<file path="src/rtl/game_pkg.sv">
// Shared types, defaults and small arithmetic helpers for the game event controller.
package game_pkg;

    typedef enum logic [3:0] {
        GOLD_STILL   = 4'd0,
        GOLD_WOBBLE  = 4'd1,
        GOLD_FALLING = 4'd2,
        GOLD_BROKEN  = 4'd3,
        GOLD_EATEN   = 4'd4
    } gold_state_t;

    typedef enum logic [1:0] {
        ALIVE   = 2'd0,
        DYING   = 2'd1,
        RESPAWN = 2'd2
    } death_state_t;

    localparam int DEATH_FRAMES_DEFAULT = 60;

    function automatic logic [3:0] popcount8(input logic [7:0] v);
        logic [3:0] n;
        n = 4'd0;
        for (int i = 0; i < 8; i++) begin
            n = n + {3'd0, v[i]};
        end
        return n;
    endfunction

    function automatic logic [7:0] sat_add8(input logic [7:0] a, input logic [3:0] b);
        logic [8:0] s;
        s = {1'b0, a} + {5'd0, b};
        if (s[8]) begin
            return 8'hFF;
        end else begin
            return s[7:0];
        end
    endfunction

endpackage

</file>
<file path="src/rtl/game_event_controller_frame_event_latch.sv">
// Sticky per-frame event bits, restarted at start of frame, with a registered publish output.
module frame_event_latch
    import game_pkg::*;
#(
    parameter int W      = 1,
    parameter int PRIO_W = 0,
    parameter bit LEVEL  = 1'b0
) (
    input  logic         clk,
    input  logic         reset,
    input  logic         sof,
    input  logic         hold,
    input  logic [W-1:0] set,
    input  logic [W-1:0] en,
    output logic [W-1:0] pulse
);

    logic [W-1:0] latch_r;
    logic [W-1:0] pick_s;

    // Keep only the lowest set bit among the low PRIO_W bits; higher bits pass through.
    function automatic logic [W-1:0] lowest_pick(input logic [W-1:0] v);
        logic [W-1:0] r;
        logic         seen;
        r    = v;
        seen = 1'b0;
        for (int i = 0; i < PRIO_W; i++) begin
            if (seen) begin
                r[i] = 1'b0;
            end else begin
                seen = v[i];
            end
        end
        return r;
    endfunction

    // Value to publish at the frame boundary.
    always_comb begin
        pick_s = lowest_pick(latch_r) & en;
    end

    // Accumulate overlaps; at start of frame publish and restart with this cycle's overlaps.
    always_ff @(posedge clk) begin
        if (reset) begin
            latch_r <= {W{1'b0}};
            pulse   <= {W{1'b0}};
        end else if (sof) begin
            latch_r <= set;
            pulse   <= pick_s;
        end else begin
            latch_r <= hold ? {W{1'b0}} : (latch_r | set);
            pulse   <= LEVEL ? pulse : {W{1'b0}};
        end
    end

endmodule

</file>
<file path="src/rtl/game_event_controller.sv">
// Per-pixel collision latching, frame-rate event publication and player death sequencing.
// Defining GAME_EVENT_STATS_EN adds saturating aliens_killed / gold_eaten statistics outputs.
module game_event_controller
    import game_pkg::*;
#(
    parameter int N_GOLD       = 4,
    parameter int N_ALIEN      = 2,
    parameter int DEATH_FRAMES = DEATH_FRAMES_DEFAULT
) (
    input  logic                     clk,
    input  logic                     resetN,
    input  logic                     startOfFrame,
    input  logic                     player_awake,
    input  logic                     player_dr,
    input  logic                     terrain_dr,
    input  logic                     shot_dr,
    input  logic [N_ALIEN-1:0]       alien_dr,
    input  logic [N_GOLD-1:0]        gold_dr,
    input  gold_state_t [N_GOLD-1:0] gold_state,
    output logic                     collision_player_terrain,
    output logic                     colision_fire,
    output logic [N_GOLD-1:0]        collision_gold,
    output logic [N_GOLD-1:0]        player_eat_gold,
    output logic [N_ALIEN-1:0]       alien_died,
`ifdef GAME_EVENT_STATS_EN
    output logic [7:0]               aliens_killed,
    output logic [7:0]               gold_eaten,
`endif
    output logic                     player_died,
    output logic                     player_dying
);

    localparam int            CW         = $clog2(DEATH_FRAMES + 1);
    localparam logic [CW-1:0] LAST_FRAME = CW'(DEATH_FRAMES - 1);
    localparam logic [CW-1:0] CNT_MAX    = CW'(DEATH_FRAMES);
    localparam logic [CW-1:0] CNT_ONE    = CW'(1);

    death_state_t              state_r;
    death_state_t              state_next_s;
    logic [CW-1:0]             frame_cnt_r;
    logic                      kill_lat_r;
    logic                      pt_s, pa_s, st_s, fire_s, kill_s;
    logic [N_ALIEN-1:0]        sa_s;
    logic [N_GOLD-1:0]         pg_s, push_s, eat_s;
    logic                      alive_s, respawn_s, stay_alive_s;
    logic [N_ALIEN:0]          shot_pulse_s;
    logic [2*N_GOLD-1:0]       gold_pulse_s;

    // Overlap detection for the current pixel.
    always_comb begin
        pt_s   = player_dr & terrain_dr & player_awake;
        pa_s   = player_dr & (|alien_dr) & player_awake;
        st_s   = shot_dr & terrain_dr;
        sa_s   = alien_dr & {N_ALIEN{shot_dr}};
        fire_s = (|sa_s) | st_s;
        pg_s   = gold_dr & {N_GOLD{player_dr & player_awake}};
        push_s = {N_GOLD{1'b0}};
        eat_s  = {N_GOLD{1'b0}};
        kill_s = pa_s;
        for (int i = 0; i < N_GOLD; i++) begin
            push_s[i] = pg_s[i] & (gold_state[i] == GOLD_STILL);
            eat_s[i]  = pg_s[i] & (gold_state[i] == GOLD_BROKEN);
            kill_s    = kill_s | (pg_s[i] & (gold_state[i] == GOLD_FALLING));
        end
    end

    // Death sequencing; every transition happens on a frame boundary.
    always_comb begin
        state_next_s = state_r;
        case (state_r)
            ALIVE: begin
                if (startOfFrame && kill_lat_r) state_next_s = DYING;
                else                            state_next_s = ALIVE;
            end
            DYING: begin
                if (startOfFrame && (frame_cnt_r == LAST_FRAME)) state_next_s = RESPAWN;
                else                                             state_next_s = DYING;
            end
            RESPAWN: begin
                if (startOfFrame) state_next_s = ALIVE;
                else              state_next_s = RESPAWN;
            end
            default: state_next_s = ALIVE;
        endcase
    end

    // State decodes used to gate publication.
    always_comb begin
        alive_s      = (state_r == ALIVE);
        respawn_s    = (state_r == RESPAWN);
        stay_alive_s = (state_next_s == ALIVE);
    end

    // State, dying-frame counter, kill latch and death outputs.
    always_ff @(posedge clk) begin
        if (resetN) begin
            state_r      <= ALIVE;
            frame_cnt_r  <= {CW{1'b0}};
            kill_lat_r   <= 1'b0;
            player_died  <= 1'b0;
            player_dying <= 1'b0;
        end else begin
            state_r      <= state_next_s;
            player_died  <= startOfFrame & alive_s & kill_lat_r;
            player_dying <= (state_next_s == DYING);
            if (startOfFrame) begin
                kill_lat_r <= kill_s;
            end else if (respawn_s) begin
                kill_lat_r <= 1'b0;
            end else begin
                kill_lat_r <= kill_lat_r | kill_s;
            end
            if (state_r != DYING) begin
                frame_cnt_r <= {CW{1'b0}};
            end else if (startOfFrame && (frame_cnt_r != CNT_MAX)) begin
                frame_cnt_r <= frame_cnt_r + CNT_ONE;
            end else begin
                frame_cnt_r <= frame_cnt_r;
            end
        end
    end

    // The terrain level must never be seen while the player is dying, so it looks at the next state.
    frame_event_latch #(.W(1), .PRIO_W(0), .LEVEL(1'b1)) u_terrain (
        .clk   (clk),
        .reset (resetN),
        .sof   (startOfFrame),
        .hold  (respawn_s),
        .set   (pt_s),
        .en    (stay_alive_s),
        .pulse (collision_player_terrain)
    );

    frame_event_latch #(.W(N_ALIEN + 1), .PRIO_W(N_ALIEN), .LEVEL(1'b0)) u_shot (
        .clk   (clk),
        .reset (resetN),
        .sof   (startOfFrame),
        .hold  (respawn_s),
        .set   ({fire_s, sa_s}),
        .en    ({(N_ALIEN + 1){~respawn_s}}),
        .pulse (shot_pulse_s)
    );

    frame_event_latch #(.W(2 * N_GOLD), .PRIO_W(0), .LEVEL(1'b0)) u_gold (
        .clk   (clk),
        .reset (resetN),
        .sof   (startOfFrame),
        .hold  (respawn_s),
        .set   ({eat_s, push_s}),
        .en    ({(2 * N_GOLD){alive_s}}),
        .pulse (gold_pulse_s)
    );

    assign {colision_fire, alien_died}       = shot_pulse_s;
    assign {player_eat_gold, collision_gold} = gold_pulse_s;

`ifdef GAME_EVENT_STATS_EN
    // Saturating totals of published kills and collected gold.
    always_ff @(posedge clk) begin
        if (resetN) begin
            aliens_killed <= 8'd0;
            gold_eaten    <= 8'd0;
        end else begin
            aliens_killed <= sat_add8(aliens_killed, popcount8(8'(alien_died)));
            gold_eaten    <= sat_add8(gold_eaten, popcount8(8'(player_eat_gold)));
        end
    end
`endif

endmodule

</file>
<file path="config.mk">
export PLATFORM = sky130hd
export DESIGN_NAME = game_event_controller
export DESIGN_NICKNAME = d
export VERILOG_FILES = /design/src/rtl/game_pkg.sv /design/src/rtl/game_event_controller_frame_event_latch.sv /design/src/rtl/game_event_controller.sv
export SDC_FILE = /design/constraint.sdc
export NUM_CORES = 1
export LEC_CHECK = 0
export ABC_AREA = 0
export CELL_PAD_IN_SITES_DETAIL_PLACEMENT = 0
export CELL_PAD_IN_SITES_GLOBAL_PLACEMENT = 2
export CORE_ASPECT_RATIO = 0.6
export CORE_MARGIN = 3
export CORE_UTILIZATION = 28
export CTS_BUF_LIST = sky130_fd_sc_hd__clkbuf_8
export DETAILED_ROUTE_END_ITERATION = 10
export GPL_TIMING_DRIVEN = 0
export PLACE_DENSITY_LB_ADDON = 0.1
export SLEW_MARGIN = 25
export SYNTH_ARGS = -nofsm -noshare
export SYNTH_HDL_FRONTEND = slang
export SYNTH_SLANG_ARGS = --single-unit
</file>
<file path="constraint.sdc">
create_clock -name clk -period 1.6 [get_ports clk]
set_clock_uncertainty 0.2 [all_clocks]
set_input_delay 0.16 -clock clk [delete_from_list [all_inputs] [get_ports clk]]
set_output_delay 0.16 -clock clk [all_outputs]
set_load 0.005 [all_outputs]
</file>
# Word-level counts from Yosys, hierarchy flattened
# Index checks and enable logic that the tools add are counted.
# word_totals
ff_bits	35
input_bits	29
wordCells	88
# op_classes
add_sub_neg	1
n_eq_ne	14
bitwise	36
n_reduce_logical	13
mux	13
# op_table
op	count
4-bit by 2-bit == test with 1-bit output (second input constant)	8
1-bit AND	21
4-bit zero test	4
8-bit two-way mux	2
8-bit AND	1
8-bit OR	1
2-bit OR reduction	4
1-bit OR	7
6-bit by 1-bit adder with 6-bit output (second input constant)	1
6-bit == test (second input constant)	1
1-bit two-way mux	6
3-bit two-way mux	2
6-bit inequality test (second input constant)	1
2-bit case mux with 3 select lines	1
4-bit AND	1
2-bit by 1-bit == test with 1-bit output (second input constant)	2
2-bit zero test	2
2-bit two-way mux	2
3-bit AND	1
1-bit logical AND	3
3-bit OR	1
2-bit AND	1
2-bit == test (second input constant)	1
2-bit by 1-bit inequality test with 1-bit output (second input constant)	1
1-bit NOT	2

# Longest topological paths before layout
# Gate-level depths: netlist (run 1).
# logic_depth
word_depth	10
mapped_depth	6

# Cells and area by module
# Synthesis (run 1) repeated with hierarchy kept, for this count alone.
# unflattened
hier_cells	169
area_unflattened_um2	1571.5
# by_module_without_submodules
module	seq_area_each_um2	cells_each	area_each_um2	n_inst
game_event_controller	220.2	88	679.4	1
frame_event_latch (u_gold)	320.3	52	591.8	1
frame_event_latch (u_shot)	120.1	20	215.2	1
frame_event_latch (u_terrain)	40.0	9	85.1	1

# Worst setup path before layout (run 1)
# Ideal clock, no wire load.
# synth_path
kind	flip-flop to flip-flop
start	reg frame_cnt_r[0]
end	reg frame_cnt_r[1]
setup_time_ns	0.114
arrival_ns	1.143
t_required_ns	1.286
path_slack_ns	0.143
stages_incl_launch_ff	7
path_cell_list	dfxtp_1 -> inv_1 -> ha_1 -> nand3_1 -> o21ai_1 -> mux2i_1 -> nor2_1
# synth_via
elab_chain_len	2
# synth_lines
element	line_no	source
from (decl)	game_event_controller.sv:40	logic [CW-1:0] frame_cnt_r;
from (signal assigned)	game_event_controller.sv:98	frame_cnt_r <= {CW{1'b0}};
from (signal assigned)	game_event_controller.sv:114	frame_cnt_r <= {CW{1'b0}};
from (signal assigned)	game_event_controller.sv:116	frame_cnt_r <= frame_cnt_r + CNT_ONE;
parallel branches: the longest is 2 deep, another holds 6-bit by 1-bit adder with 6-bit output	--	
# Parallel ways; which one is timed is not known.
# A chain may end at the register's enable or synchronous reset.

# Worst setup path in the final report (run 1)
# layout_path
start	reg frame_cnt_r[1]
end	reg frame_cnt_r[1]
# Same word-level chain as after synthesis.

==> results of run 1 <==
## timing repair
| item | in CTS | in global routing |
|---|---|---|
| setup buffers | 0 | 2 |
| pin swaps | 0 | 2 |
| gates resized for setup | 3 | 9 |
| endpoints found under the setup margin | 7 | 16 |
## metal layers
| metal | global-route usage | share of wire | vias to the layer above | wire length [um] |
|---|---|---|---|---|
| met5 | 0 | 0 | - | 0 |
| met4 | 0.0547 | 0.012 | 0 | 41 |
| met3 | 0.0503 | 0.063 | 5 | 220 |
| met2 | 0.171 | 0.39 | 32 | 1350 |
| met1 | 0.200 | 0.54 | 543 | 1890 |
| li1 | - | - | 614 | - |
## per-stage QoR
stage / instances / setup slack, ns
floorplan: 146 / 0.143
global placement: 247 / -0.322
detailed placement: 247 / -0.342
CTS: 255 / 0.0229
global route: 257 / -0.00450
finish: 257 / 0.104
## state kept, by name, summed over array words and instances, names as in the netlist
name	count
player_died	1
u_shot.pulse	3
u_terrain.pulse	1
frame_cnt_r	6
player_dying	1
u_terrain.latch_r	1
state_r	2
u_gold.latch_r	8
kill_lat_r	1
u_shot.latch_r	3
u_gold.pulse	8
## report_power, final
group	leakage [nW]	internal, W	total [W]	switching [W]
Sequential	0.284	0.000885	0.000895	0.00000969
Combinational	0.372	0.000100	0.000170	0.0000692
Clock	0.0557	0.000386	0.000686	0.000300
## cell type report
cell class,count,area (sq um)
Buffer,4,30.0
Clock buffer,7,96.3
Clock inverter,1,3.75
Fill cell,438,2360
Inverter,7,26.3
Multi-Input combinational cell,100,644
Sequential cell,35,703
Tap cell,60,75.1
Timing Repair Buffer,43,425
## kinds of logic (layout without fill, tap and decap cells)
logic type | count (synthesis) | after routing
xor+xnor | 1 | 1
flops | 35 | 35
buf+inv | 11 | 62
compound gates | 30 | 30
simple gates | 65 | 65
mux | 2 | 2
fa+ha+maj | 2 | 2
## Yosys cell counts, drive strengths merged
cell type | n | area share
dfxtp | 35 | 0.52
nor2 | 21 | 0.058
and2 | 11 | 0.051
a21oi | 9 | 0.033
nand2 | 9 | 0.025
inv | 7 | 0.019
nand3 | 6 | 0.022
a22oi | 4 | 0.022
nor3 | 4 | 0.022
a31oi | 3 | 0.014
a32oi | 3 | 0.019
buf | 3 | 0.018
nand4 | 3 | 0.014
or3 | 3 | 0.014
ha | 2 | 0.018
o21ai | 2 | 0.0074
o21bai | 2 | 0.011
o31ai | 2 | 0.011
a2bb2oi | 1 | 0.0065
and3 | 1 | 0.0046
and3b | 1 | 0.0065
and4bb | 1 | 0.0092
clkbuf | 1 | 0.0028
mux2 | 1 | 0.0083
mux2i | 1 | 0.0074
nand2b | 1 | 0.0046
nor4 | 1 | 0.0046
nor4b | 1 | 0.0065
o211ai | 1 | 0.0055
o22a | 1 | 0.0065
o2bb2ai | 1 | 0.0065
o32a | 1 | 0.0074
or2 | 1 | 0.0046
or3b | 1 | 0.0065
xnor2 | 1 | 0.0065
## tightest hold or removal path: stages
cell      delay (ns)
buf_4           0.16
o211ai_1        0.09
a21oi_1         0.07
## how the worst min path moves through the flow
stage / cells after the start / slack [ns] / start / endpoint
after CTS: 3 / 0.03 / startOfFrame / u_terrain.pulse
after global placement: 1 / 0.24 / u_gold.latch_r[0] / u_gold.pulse[0]
after floorplan: 1 / 0.03 / resetN / u_terrain.pulse
after detailed placement: 1 / 0.24 / u_gold.latch_r[0] / u_gold.pulse[0]
after global routing: 3 / 0.05 / startOfFrame / u_terrain.pulse
final: 3 / 0.04 / startOfFrame / u_terrain.pulse
==> results_dict.tcl, run 1 <==
set metrics [dict create \
    status "completed" \
    wl_per_cell_um 13.6 \
    start_kind "register" \
    finalSetupTns_ns 0 \
    syn-num-nets 177 \
    powerDensity_mw_per_mm2 873 \
    ioPinCount 43 \
    power.total_w 0.00175 \
    ys.warnings.count 0 \
    die-height_um 59.9 \
    dieWidth_um 95.9 \
    crit_required_ns 1.57 \
    crit_chain "inv_1 > ha_4 > nand3_1 > o21ai_4 > mux2i_1 > nor2_1" \
    ys_seq_area_frac 0.517 \
    synth_top_family_by_area "simple AND/OR/NAND/NOR gates" \
    end_kind "register" \
    via_count 1194 \
    max_stage_delay_ns 0.34 \
    grt_overflow_total 0 \
    totalWireLength_um 3500 \
    hpwl_um 2650 \
    grt_pass1_vias 1169 \
    clock_latency_ns 0.28 \
    gp_congestion 0.717 \
    track_usage 0.135 \
    rr_endpoint "frame_cnt_r[1]" \
    clk_pin_slew_ns 0.07 \
    synth.mux.area_fraction 0.0157 \
    crit_buf_inv 1 \
    r2r_setup_slack_ns 0.10 \
    num_rows 18 \
    final_layout_size_suffix_gt1_frac 0.137 \
    rr_worst_depth 6 \
    fin_crit_sh 0.935 \
    fin_area_sq_mm 0.00200 \
    fin_util 0.459 \
    layout_commonest_cell "clkdlybuf4s50_1" \
    p_leak_nw 0.712 \
    slew_headroom 0.669 \
    period_minus_slack_ns 1.50 \
    cts_root_buf "clkbuf_8" \
    syn_area_sq_mm 0.00136 \
    viasPerCell 4.65 \
    finalHoldViolations 0 \
    areaGrowthSynthToFinish_pct 47.8 \
    remaining_drc_errors 0 \
    synthXorXnorAreaFrac 0.00646 \
    crit_start "frame_cnt_r[1]" \
    cts_tree "built" \
    worstPathMaxFanout 4 \
    cts_buffer_depth 2 \
    final_antenna_net_count 0 \
    synth_compound_area_frac 0.150 \
    grt_pass1_wl_um 5750 \
    cpMaxStageDelayCell "dfxtp_1" \
    layout_common_cells "clkdlybuf4s50_1, dfxtp_1, nor2_1" \
    hold_buffers 0 \
    ys_seq_elements 35 \
    ir_drop_mv 0.430 \
    grt_max_degree 11 \
    die_area_sq_mm 0.00574 \
    timing.final.setup_violations 0 \
    diodes 0 \
    worstSetupEndpoint "frame_cnt_r[1]" \
    cap_viol_max_count 0 \
    yosys.area_share.simple 0.253 \
    io_buffers 41 \
    syn_inst 146 \
    cts.sinks 35 \
    path_class "register to register" \
    crit_family "flip-flops" \
    regToRegStartpoint "frame_cnt_r[1]" \
    crit_arrival_ns 1.47 \
    hold_path.class "input pin to register" \
    maxSlewViolCount 0 \
    cts_buffers 5 \
    nets 227 \
    hold_ws_ns 0.0444 \
    cts_max_level 2 \
    worst_pin_slew_ns 0.496 \
    start_util 0.310 \
    core-area_sq_mm 0.00437 \
    antenna_found_initial 0 \
    synth.distinct_cells 40 \
    place_area_sq_mm 0.00184 \
    avgSynthCellArea_sq_um 9.29 \
    path_depth 6 \
    drtIter0Drc 50 \
    drt-pass1-iter-count 4 \
    synth_fa_ha_area_frac 0.0185 \
    fmax_mhz 669 \
]
No activity file was read; power rests on OpenSTA's default activity.
==> inputs of run 2 (changes only) <==
- PLACE_DENSITY: unset -> 0.78
- PLACE_DENSITY_LB_ADDON: 0.1 -> unset
==> run 2 against run 1 <==
Clock power increased by 3.5%. Non-clock buffer count unchanged. Sequential share of layout area is 0.34 points lower. Critical endpoint is now u_gold.latch_r[7].
==> results_dict.tcl, run 2 (synthesis gave the netlist of run 1 again) <==
set metrics [dict create \
    antenna_found_initial 0 \
    p_leak_nw 0.704 \
    start_kind "register" \
    placedCellCount 247 \
    gp_congestion 0.744 \
    nets 227 \
    register_area_sq_um 702 \
    drt-pass1-iter-count 4 \
    rsz0062_at_grt "true" \
    timing.final.setup_violations 0 \
    cap_viol_max_count 0 \
    layout_commonest_cell "clkdlybuf4s50_1" \
    totalWireLength_um 3720 \
    viasPerCell 4.67 \
    finalHoldViolations 0 \
    ir_drop_mv 0.552 \
    hpwl_um 2770 \
    cts.sinks 35 \
    path_class "register to register" \
    crit_required_ns 1.57 \
    io_buffers 41 \
    remaining_drc_errors 0 \
    p_switching_w 0.000399 \
    ioPinCount 43 \
    cts_buffers 5 \
    end_kind "register" \
    cts_buffer_depth 2 \
    layout_common_cells "clkdlybuf4s50_1, dfxtp_1, nor2_1" \
    p_sw_frac 0.225 \
    period_minus_slack_ns 1.53 \
    max_stage_delay_ns 0.40 \
    slew_headroom 0.662 \
    combPwrFrac 0.097 \
    core-area_sq_mm 0.00437 \
    internal_power_w 0.00138 \
    final_antenna_net_count 0 \
    drtIter0Drc 73 \
    cts_root_buf "clkbuf_8" \
    worst_pin_slew_ns 0.507 \
    start_util 0.310 \
    via_count 1200 \
    hold_path.class "input pin to register" \
    clk_pin_slew_ns 0.07 \
    worstPathMaxFanout 10 \
    r2r_setup_slack_ns 0.07 \
    finalSetupTns_ns 0 \
    num_rows 18 \
    track_usage 0.137 \
    wl_per_cell_um 14.5 \
    cts_max_level 2 \
    areaGrowthSynthToFinish_pct 49.0 \
    dieWidth_um 95.9 \
    final_layout_size_suffix_gt1_frac 0.147 \
    hold_ws_ns 0.0550 \
    largestRegisters "u_gold.latch_r: 8 flops, u_gold.pulse: 8 flops, frame_cnt_r: 6 flops" \
    setup_slack_ns 0.0702 \
    diodes 0 \
    crit_chain "inv_1 > nor3_1 > or2_2 > buf_4 > nor2_1" \
    die-height_um 59.9 \
    fmax_mhz 654 \
    p_clk_frac 0.400 \
    die_area_sq_mm 0.00574 \
    maxSlewViolCount 0 \
    clock_latency_ns 0.28 \
    powerDensity_mw_per_mm2 879 \
    final_cells 257 \
    grt_pass1_wl_um 5830 \
    cpMaxStageDelayCell "dfxtp_2" \
    n_fill_cell 432 \
    grt_overflow_total 0 \
    grt_pass1_vias 1159 \
    multi_input_area_sq_um 658 \
    crit_arrival_ns 1.50 \
    hold_buffers 0 \
    status "completed" \
    dp_slack_ns -0.334 \
    fin_crit_sh 0.956 \
    grt_max_degree 12 \
    cts_tree "built" \
    pwr-share-seq 0.503 \
]
[run 2: changes by cell type in the layout (fill, tap and decap cells not counted)]
cell        previous run  this run
buf_4                  3         4
clkbuf_4               1         0
clkinvlp_4             0         1
dfxtp_1               33        34
dfxtp_2                2         1
ha_1                   1         0
ha_2                   0         1
inv_1                  5         4
nand3_1                6         5
nand3_2                0         1
nor3_2                 2         1
nor3_4                 1         2
[run 2: layout make-up]
cell class                 count  share of cell area
buffer                         4              0.0149
inverter                       7              0.0130
multi-input combinational    100               0.326
clock buffer                   7              0.0477
tap                           60              0.0372
clock inverter                 1             0.00372
timing repair buffer          43               0.211
sequential                    35               0.347
[run 2: metrics by stage]
step | utilization | power (W) | instance area, sq um
floorplan | - | 0.000967 | 1360
global placement | 0.422 | 0.00107 | 1840
detailed placement | 0.422 | 0.00107 | 1840
CTS | 0.449 | 0.00179 | 1960
global route | 0.462 | 0.00185 | 2020
finish | 0.462 | 0.00178 | 2020
[run 2: critical path, delay by kind of cell, from the launching register on]
family,cells,cell delay [ns]
AND/OR/NAND/NOR,3,0.55
flip-flops,1,0.40
buffers and inverters,2,0.27
[run 2: layer usage]
layer  GRT usage  vias to the layer above  wire length, um
met5           0                        -                0
met2       0.180                       34             1510
met1       0.206                      545             1920
li1            -                      616                -
met4      0.0425                        0               43
met3      0.0453                        5              244
[run 2: path summary, 6_finish.rpt]
path,end,depth (start not counted),start
min reg2reg,u_gold.pulse[3],2,u_gold.latch_r[3]
max,u_gold.latch_r[7],5,state_r[1]
max reg2reg,u_gold.latch_r[7],5,state_r[1]
min,u_terrain.pulse,3,startOfFrame
[run 2: what timing repair did]
action	in CTS	in global routing
setup endpoints to repair	4	18
resized for setup	4	10
setup buffers	0	2
pin swaps	0	2
[run 2: power groups by stage]
| stage | logic [W] | clock network [W] | registers [W] |
|---|---|---|---|
| global placement | 0.000159 | 0 | 0.000913 |
| CTS | 0.000165 | 0.000732 | 0.000894 |
| finish | 0.000172 | 0.000710 | 0.000894 |
| floorplan | 0.0000552 | 0 | 0.000912 |
| global route | 0.000187 | 0.000771 | 0.000895 |
| detailed placement | 0.000161 | 0 | 0.000914 |
==> inputs of run 3 (changes only) <==
- CAP_MARGIN: unset -> 20
==> results of run 3 <==
Same layout as run 2: the final DEF is identical, and so are final timing and power.
